File: config.mk
export PLATFORM = sky130hd
export DESIGN_NAME = dk_round_controller
export DESIGN_NICKNAME = d
export VERILOG_FILES = /design/src/rtl/dk_game_pkg.sv /design/src/rtl/dk_round_timer.sv /design/src/rtl/dk_round_controller.sv
export SDC_FILE = /design/constraint.sdc
export NUM_CORES = 1
export LEC_CHECK = 0
export CAP_MARGIN = 15
export CORE_UTILIZATION = 35
export DETAILED_ROUTE_END_ITERATION = 8
export GPL_TIMING_DRIVEN = 0
export SYNTH_ARGS = -nofsm -noshare
export SYNTH_HDL_FRONTEND = slang
export SYNTH_SLANG_ARGS = --single-unit
File: constraint.sdc
create_clock -name CLK -period 4.3 [get_ports CLK]
set_clock_uncertainty 0.15 [all_clocks]
set_input_delay 0.86 -clock CLK [delete_from_list [all_inputs] [get_ports CLK]]
set_output_delay 0.86 -clock CLK [all_outputs]
set_load 0.01 [all_outputs]
File: src/rtl/dk_game_pkg.sv
// rtl/dk_game_pkg.sv - shared types and constants for the round controller
// Purpose : round state encoding, winner codes, default timing constants and
//           a saturating score-increment helper.
// Ports   : none (package).
package dk_game_pkg;

  typedef enum logic [2:0] {
    IDLE       = 3'd0,
    INTRO      = 3'd1,
    FIGHT      = 3'd2,
    KO         = 3'd3,
    MATCH_OVER = 3'd4
  } round_state_e;

  localparam logic [1:0] WIN_NONE = 2'b00;
  localparam logic [1:0] WIN_P1   = 2'b01;
  localparam logic [1:0] WIN_P2   = 2'b10;
  localparam logic [1:0] WIN_TIE  = 2'b11;

  localparam int DEF_ROUND_TIME     = 9;
  localparam int DEF_FRAMES_PER_SEC = 60;
  localparam int DEF_INTRO_FRAMES   = 120;
  localparam int DEF_KO_FRAMES      = 90;
  localparam int DEF_WINS_TO_MATCH  = 5;

  // Scores stop at the match threshold and never wrap.
  function automatic logic [2:0] sat_inc(input logic [2:0] v, input logic [2:0] lim);
    return (v < lim) ? v + 3'd1 : v;
  endfunction

endpackage

File: src/rtl/dk_round_timer.sv
// rtl/dk_round_timer.sv - frame-driven seconds down-counter feeding gameTime
// Purpose : sec_cnt counts frame ticks; every FRAMES_PER_SEC ticks gameTime
//           decrements, flooring at 0. load has priority over counting.
// Ports   : CLK, Reset (async, active-high), load, en, frame_tick in;
//           game_time[3:0], zero out.
module dk_round_timer
  import dk_game_pkg::*;
#(
  parameter int ROUND_TIME     = DEF_ROUND_TIME,
  parameter int FRAMES_PER_SEC = DEF_FRAMES_PER_SEC
) (
  input  logic       CLK,
  input  logic       Reset,
  input  logic       load,
  input  logic       en,
  input  logic       frame_tick,
  output logic [3:0] game_time,
  output logic       zero
);

  localparam int SEC_W = (FRAMES_PER_SEC > 1) ? $clog2(FRAMES_PER_SEC) : 1;

  logic [SEC_W-1:0] sec_cnt_q, sec_cnt_d;
  logic [3:0]       game_time_q, game_time_d;

  always_comb begin
    sec_cnt_d   = sec_cnt_q;
    game_time_d = game_time_q;
    if (load) begin
      sec_cnt_d   = '0;
      game_time_d = 4'(ROUND_TIME);
    end else if (en && frame_tick) begin
      if (sec_cnt_q == SEC_W'(FRAMES_PER_SEC - 1)) begin
        sec_cnt_d = '0;
        if (game_time_q != 4'd0) begin
          game_time_d = game_time_q - 4'd1;
        end
      end else begin
        sec_cnt_d = sec_cnt_q + SEC_W'(1);
      end
    end
  end

  always_ff @(posedge CLK or posedge Reset) begin
    if (Reset) begin
      sec_cnt_q   <= '0;
      game_time_q <= 4'(ROUND_TIME);
    end else begin
      sec_cnt_q   <= sec_cnt_d;
      game_time_q <= game_time_d;
    end
  end

  assign game_time = game_time_q;
  assign zero      = (game_time_q == 4'd0);

endmodule

File: src/rtl/dk_round_controller.sv
// rtl/dk_round_controller.sv - match/round sequencer driven by per-frame hit flags
// Purpose : runs IDLE -> INTRO -> FIGHT -> KO rounds, scores them, declares
//           the match winner and freezes player motion outside FIGHT.
//           Optional macro DK_DOUBLE_KO_POINT_EN: a simultaneous hit scores
//           a point for both players unless that would end the match for both.
// Ports   : CLK, Reset (async, active-high), frame_tick, start_btn,
//           P1_Hit_Detected, P2_Hit_Detected in;
//           gameTime[3:0], P1_Score[2:0], P2_Score[2:0], round_winner[1:0],
//           match_winner[1:0], state_o[2:0], freeze, round_start out.
module dk_round_controller
  import dk_game_pkg::*;
#(
  parameter int ROUND_TIME     = DEF_ROUND_TIME,
  parameter int FRAMES_PER_SEC = DEF_FRAMES_PER_SEC,
  parameter int INTRO_FRAMES   = DEF_INTRO_FRAMES,
  parameter int KO_FRAMES      = DEF_KO_FRAMES,
  parameter int WINS_TO_MATCH  = DEF_WINS_TO_MATCH
) (
  input  logic       CLK,
  input  logic       Reset,
  input  logic       frame_tick,
  input  logic       start_btn,
  input  logic       P1_Hit_Detected,
  input  logic       P2_Hit_Detected,
  output logic [3:0] gameTime,
  output logic [2:0] P1_Score,
  output logic [2:0] P2_Score,
  output logic [1:0] round_winner,
  output logic [1:0] match_winner,
  output logic [2:0] state_o,
  output logic       freeze,
  output logic       round_start
);

  localparam int FRM_MAX = (INTRO_FRAMES > KO_FRAMES) ? INTRO_FRAMES : KO_FRAMES;
  localparam int FRM_W   = $clog2(FRM_MAX + 1);
  localparam logic [2:0] WINS = 3'(WINS_TO_MATCH);

  round_state_e     state_q, state_d;
  logic             start_prev_q;
  logic [FRM_W-1:0] frm_cnt_q, frm_cnt_d;
  logic [2:0]       p1_score_q, p1_score_d;
  logic [2:0]       p2_score_q, p2_score_d;
  logic [1:0]       round_winner_q, round_winner_d;
  logic             round_start_q, round_start_d;

  logic             start_edge;
  logic             timer_load;
  logic             timer_en;
  logic             time_zero;

  assign start_edge = start_btn & ~start_prev_q;

  dk_round_timer #(
    .ROUND_TIME     (ROUND_TIME),
    .FRAMES_PER_SEC (FRAMES_PER_SEC)
  ) u_timer (
    .CLK        (CLK),
    .Reset      (Reset),
    .load       (timer_load),
    .en         (timer_en),
    .frame_tick (frame_tick),
    .game_time  (gameTime),
    .zero       (time_zero)
  );

  always_comb begin
    state_d        = state_q;
    frm_cnt_d      = frm_cnt_q;
    p1_score_d     = p1_score_q;
    p2_score_d     = p2_score_q;
    round_winner_d = round_winner_q;
    round_start_d  = 1'b0;
    timer_load     = 1'b0;
    timer_en       = 1'b0;

    case (state_q)
      IDLE, MATCH_OVER: begin
        timer_load = (state_q == IDLE);
        // A tick coinciding with the start edge is spent here, not in INTRO.
        if (start_edge) begin
          state_d        = INTRO;
          frm_cnt_d      = '0;
          p1_score_d     = 3'd0;
          p2_score_d     = 3'd0;
          round_winner_d = WIN_NONE;
          round_start_d  = 1'b1;
        end
      end

      INTRO: begin
        timer_load = 1'b1;
        if (frame_tick) begin
          if (frm_cnt_q == FRM_W'(INTRO_FRAMES - 1)) begin
            state_d   = FIGHT;
            frm_cnt_d = '0;
          end else begin
            frm_cnt_d = frm_cnt_q + FRM_W'(1);
          end
        end
      end

      FIGHT: begin
        if (frame_tick) begin
          if (P1_Hit_Detected && P2_Hit_Detected) begin
            round_winner_d = WIN_TIE;
            state_d        = KO;
            frm_cnt_d      = '0;
`ifdef DK_DOUBLE_KO_POINT_EN
            // A double KO that would finish the match for both sides scores nothing.
            if (!(sat_inc(p1_score_q, WINS) == WINS && sat_inc(p2_score_q, WINS) == WINS)) begin
              p1_score_d = sat_inc(p1_score_q, WINS);
              p2_score_d = sat_inc(p2_score_q, WINS);
            end
`endif
          end else if (P1_Hit_Detected) begin
            p1_score_d     = sat_inc(p1_score_q, WINS);
            round_winner_d = WIN_P1;
            state_d        = KO;
            frm_cnt_d      = '0;
          end else if (P2_Hit_Detected) begin
            p2_score_d     = sat_inc(p2_score_q, WINS);
            round_winner_d = WIN_P2;
            state_d        = KO;
            frm_cnt_d      = '0;
          end else if (time_zero) begin
            round_winner_d = WIN_TIE;
            state_d        = KO;
            frm_cnt_d      = '0;
          end else begin
            timer_en = 1'b1;
          end
        end
      end

      KO: begin
        if (frame_tick) begin
          if (frm_cnt_q == FRM_W'(KO_FRAMES - 1)) begin
            frm_cnt_d = '0;
            if (p1_score_q == WINS || p2_score_q == WINS) begin
              state_d = MATCH_OVER;
            end else begin
              state_d       = INTRO;
              round_start_d = 1'b1;
            end
          end else begin
            frm_cnt_d = frm_cnt_q + FRM_W'(1);
          end
        end
      end

      default: begin
        state_d = IDLE;
      end
    endcase
  end

  always_ff @(posedge CLK or posedge Reset) begin
    if (Reset) begin
      state_q        <= IDLE;
      start_prev_q   <= 1'b0;
      frm_cnt_q      <= '0;
      p1_score_q     <= 3'd0;
      p2_score_q     <= 3'd0;
      round_winner_q <= WIN_NONE;
      round_start_q  <= 1'b0;
    end else begin
      state_q        <= state_d;
      start_prev_q   <= start_btn;
      frm_cnt_q      <= frm_cnt_d;
      p1_score_q     <= p1_score_d;
      p2_score_q     <= p2_score_d;
      round_winner_q <= round_winner_d;
      round_start_q  <= round_start_d;
    end
  end

  always_comb begin
    match_winner = WIN_NONE;
    if (state_q == MATCH_OVER) begin
      if (p1_score_q == WINS) begin
        match_winner = WIN_P1;
      end else if (p2_score_q == WINS) begin
        match_winner = WIN_P2;
      end
    end
  end

  assign P1_Score     = p1_score_q;
  assign P2_Score     = p2_score_q;
  assign round_winner = round_winner_q;
  assign state_o      = state_q;
  assign freeze       = (state_q != FIGHT);
  assign round_start  = round_start_q;

endmodule

* Word level (Yosys, flattened, before mapping)
Cells that the tools add are included.
** Cells by class
- Add/sub/neg operators :: 5
- Magnitude comparators :: 2
- Equal/unequal tests :: 23
- Mux-type cells :: 64
- Bitwise gates (word level) :: 2
- Reductions and logical operators :: 18
** Operators by type and width (number)
- 7-bit 2-to-1 mux :: 10
- 3-bit 2-to-1 mux :: 21
- 7-bit case mux with 4 select lines :: 1
- 2-bit != test, second input constant :: 12
- 2-bit 2-to-1 mux :: 9
- 6-bit 2-to-1 mux :: 3
- 4-bit 2-to-1 mux :: 4
- 7-bit == test, second input constant :: 2
- 7-bit AND reduction :: 2
- 3-bit case mux with 2 select lines :: 2
- 3-bit case mux with 4 select lines :: 1
- 6-bit AND reduction :: 2
- 1-bit 2-to-1 mux :: 10
- 3-bit == test, second input constant :: 3
- 2-bit nonzero test :: 4
- 4-bit nonzero test :: 2
- 7-bit by 1-bit adder with 7-bit output, second input constant :: 1
- 3-bit by 1-bit adder with 3-bit output, second input constant :: 2
- 6-bit by 1-bit adder with 6-bit output, second input constant :: 1
- 3-bit by 2-bit == test with 1-bit output, second input constant :: 2
- 6-bit == test, second input constant :: 1
- 3-bit less-than comparator, second input constant :: 2
- 5-bit != test, second input constant :: 1
- 4-bit zero test :: 1
- 13 further kinds :: 15
** Storage, ports and cells
- Register bits :: 30
- Input port bits :: 6
- Output and inout port bits :: 19
- Word-level logic and storage cells :: 123

* Depth between registers and ports, before layout
- Depth in word-level cells :: 10
- Gate-level depth with buffers :: 8
- Gate-level depth less buffers :: 7

* Hierarchy
Synthesis repeated with hierarchy kept, for this count alone.
** Second synthesis, totals
- Cells, all modules :: 209
- Area total of the unflattened synthesis :: 1848.0 um^2
** By module, submodules not included
- dk_round_controller :: instances 1, cells each 146, area an instance 1268.7 um^2, seq. area each 500.5 um^2
- dk_round_timer :: instances 1, cells each 63, area an instance 579.3 um^2, seq. area each 252.7 um^2

* Worst setup path after synthesis
Ideal clock, no wire load.
- Kind :: input -> register
- Start point :: input frame_tick
- End point :: register p2_score_q[1] (netlist: P2_Score[1])
- Library setup time :: 128 ps
- Arrival time :: 1766 ps
- Required time :: 4022 ps
- Setup slack :: 2256 ps
- Stages on the path :: 5
- Buffers on the path :: 0
- Path through :: and3b_1 and4b_1 nor2_1 nor2_1 mux2_1
** On the way
- Longest elaborated chain between the ends :: 2
** RTL lines
- start: declaration :: RTL line dk_round_controller.sv:21 : input logic frame_tick,
- 2-bit != test (no source line)
- 7-bit AND reduction (no source line)
- end signal: assignment :: RTL line dk_round_controller.sv:172 : p2_score_q <= p2_score_d;
- end: declaration :: RTL line dk_round_controller.sv:43 : logic [2:0] p2_score_q, p2_score_d;
No other way between the ends.
A chain may end at the register's enable or synchronous reset.

* Final worst setup path
- Start point :: register state_q[0] (netlist: state_o[0])
- End point :: output freeze
** On the way
- Longest elaborated chain between the ends :: 1
** RTL lines
- start: declaration :: RTL line dk_round_controller.sv:39 : round_state_e state_q, state_d;
- start signal: assignment :: RTL line dk_round_controller.sv:168 : state_q <= state_d;
- 3-bit by 2-bit != test with 1-bit output :: RTL line dk_round_controller.sv:193 : assign freeze = (state_q != FIGHT);
- end: declaration :: RTL line dk_round_controller.sv:31 : output logic freeze,
No other way between the ends.

==> results.toml <==
[cts]
cts_resized = 0
postCtsSetupBuffers = 0
cts_sinks = 30
cts_made_buffers = 5
cts.clk_slew.worst_paths_ns = 0.07
cts_hold_buf = 0
cts-root-buf = "clkbuf_8"
cts_tree = "done"
worstSkewPairLatency_ns = 0.29
cts_max_level = 2
max-clock-path-buffers = 2

[global_routing]
grt_pass1_vias = 1453
grt_usage = 0.159
grt_overflow = 0
antenna_found_initial = 0
grt_max_degree = 21
grt_first_pass_wirelength_mm = 6.58

[timing]
hold_ws_ns = 0.327
timing.final.crit_share = 0.663
clock.fmax_ghz = 0.351
slew_headroom = 0.615
rsz0062_at_grt = "false"
setup_viol = 0
finalCriticalPeriod_ns = 2.85
fin_tns_setup_ns = 0
hold_viol_final = 0
worstMarginPinSlew_ns = 0.575
slew_violations = 0

[routing]
antenna_left = 0
drt_iter0_markers = 83
wl_per_cell_um = 12.9
wl_mm = 3.81
first_pass_iters = 4
dr_total_vias = 1519
drc = 0
routed_via_density = 5.13

[worst_setup_path]
worstPathArrival_ns = 1.84
end_kind = "primary output"
critical_path_required_ns = 3.29
reg2reg_setup_slack_ns = 2.19
start_kind = "register"
crit_type = "register to primary output"
rr_worst_depth = 8
r2r_start = "u_timer.game_time[1]"
crit_fanout = 10
r2r-end = "frm_cnt_q[5]"
startpoint = "state_o[0]"

[power]
power.density_mw_per_mm2 = 557
seq_power_share = 0.337
internal_power_uw = 764
sw_frac_of_total = 0.404
vdd_drop_max_mv = 0.261
combPwrFrac = 0.475
p_sw_uw = 518
leakagePower_nw = 0.960
p_clk_frac = 0.188
total_power_mw = 1.28

[hold_path]
min_from = "round_winner[1]"
hold_path_class = "register to register"
whs_endpoint = "round_winner[1]"
worstHoldPathCells = 2

[floorplan]
die_h_um = 74.8
dieWidth_um = 74.8
core_area_mm2 = 0.00511
initial_core_util = 0.363
rows = 26
die_area_mm2 = 0.00559
boundaryPins = 25

[synth]
yosys_warnings = 0
async_flop_share = 1.00
synth-seq-area-share = 0.406
yosysTopAreaCell = "dfrtp_1"
synthFlopType = "dfrtp_1"
avgSynthCellArea_um2 = 9.60
synth_area_leaders = "dfrtp_1 38%, ha_1 5.4%, nor2_1 5.3%"
synth-edff-count = 0
synth_top_cells_by_count = "28 x dfrtp_1, 26 x nor2_1, 18 x nand2_1, 9 x inv_1, 8 x ha_1"
synth-seq-cells = 30
yosysMostFrequentCell = "dfrtp_1"
synth_nets = 207
synth.distinct_cells = 62
syn_area_mm2 = 0.00185
synthCells = 193
synth.top_cell.area_share = 0.378

[layout]
num-fill-cells = 503
area_delta_synth_final_pct = 24.3
final_layout_size_suffix_gt1_frac = 0.164
antenna_cells = 0
nets = 239

[place]
io_buffers = 24
place_hpwl_mm = 2.90
gp_congestion = 0.763

[job]
drv_cap = 0

[outcome]
status = "complete, no violations"
## power groups by stage
stage / Combinational [mW] / Sequential (mW) / Clock (mW)
5_1_grt: 0.678 / 0.445 / 0.263
3_5_place_dp: 0.614 / 0.438 / 0
2_1_floorplan: 0.401 / 0.441 / 0
6_report: 0.609 / 0.432 / 0.241
3_3_place_gp: 0.606 / 0.438 / 0
4_1_cts: 0.617 / 0.433 / 0.250
## registers in the layout (all words and copies together), names as in the netlist
register and count:
frm_cnt_q 7, u_timer.sec_cnt_q 6, u_timer.game_time 4, P1_Score 3, P2_Score 3, state_o 3
round_winner 2, round_start 1, start_prev_q 1
## how the worst max path moves through the flow
stage	end	slack, ns	cells past startpoint
2_1_floorplan	P2_Score[1]	2.26	5
3_3_place_gp	P2_Score[1]	1.48	6
3_5_place_dp	P2_Score[1]	1.47	6
4_1_cts	freeze	1.42	3
5_1_grt	freeze	1.36	3
6_report	freeze	1.45	3
## through the flow
stage               worst slack, ns  instances  area [um2]  utilization
global route                   1.36        296        2300        0.451
finish                         1.45        296        2300        0.451
global placement               1.48        287        2180        0.427
CTS                            1.42        296        2300        0.451
floorplan                      2.26        193        1850            -
detailed placement             1.47        288        2210        0.432
## worst max-delay path, stage by stage, from the launching register on
cell and delay (ns):
dfrtp_1 0.50, nor3b_4 0.36, inv_2 0.18, clkdlybuf4s50_1 0.51
## kinds of logic after synthesis
family                     Yosys count  synth area share
buffers and inverters               14            0.0371
and+or+nand+nor                     87             0.267
DFF                                 30             0.406
xor gates and xnor gates             3            0.0142
muxes                                5            0.0317
adders and majority gates            8            0.0540
AOI/OAI and AO/OA                   46             0.189
## cell type report
type,instances,area [um2],area share
timing repair buffer,25,268,0.116
sequential,30,753,0.327
clock buffer,6,82.6,0.0359
clock inverter,2,12.5,0.00543
tap,70,87.6,0.0380
multi-input combinational,149,1030,0.448
inverter,10,37.5,0.0163
buffer,4,31.3,0.0136
## metal layers
layer,part of all wire,GRT usage
met1,0.50,0.209
met2,0.45,0.244
met3,0.034,0.0361
met4,0.016,0.0818
met5,0,0
## placed cells by master, fill, tap and decap left out, types with 3 or more instances in the layout
cell type	n
a21oi_1	5
a22o_1	4
clkbuf_8	6
clkdlybuf4s50_1	24
dfrtp_1	28
ha_1	8
inv_1	9
nand2_1	18
nand2b_1	4
nand3_1	7
nand4_1	4
nor2_1	26
nor3_1	5
o21ai_0	6
o21ai_1	5
o21bai_1	4
o31ai_1	3
No activity file was read; power rests on OpenSTA's default activity.
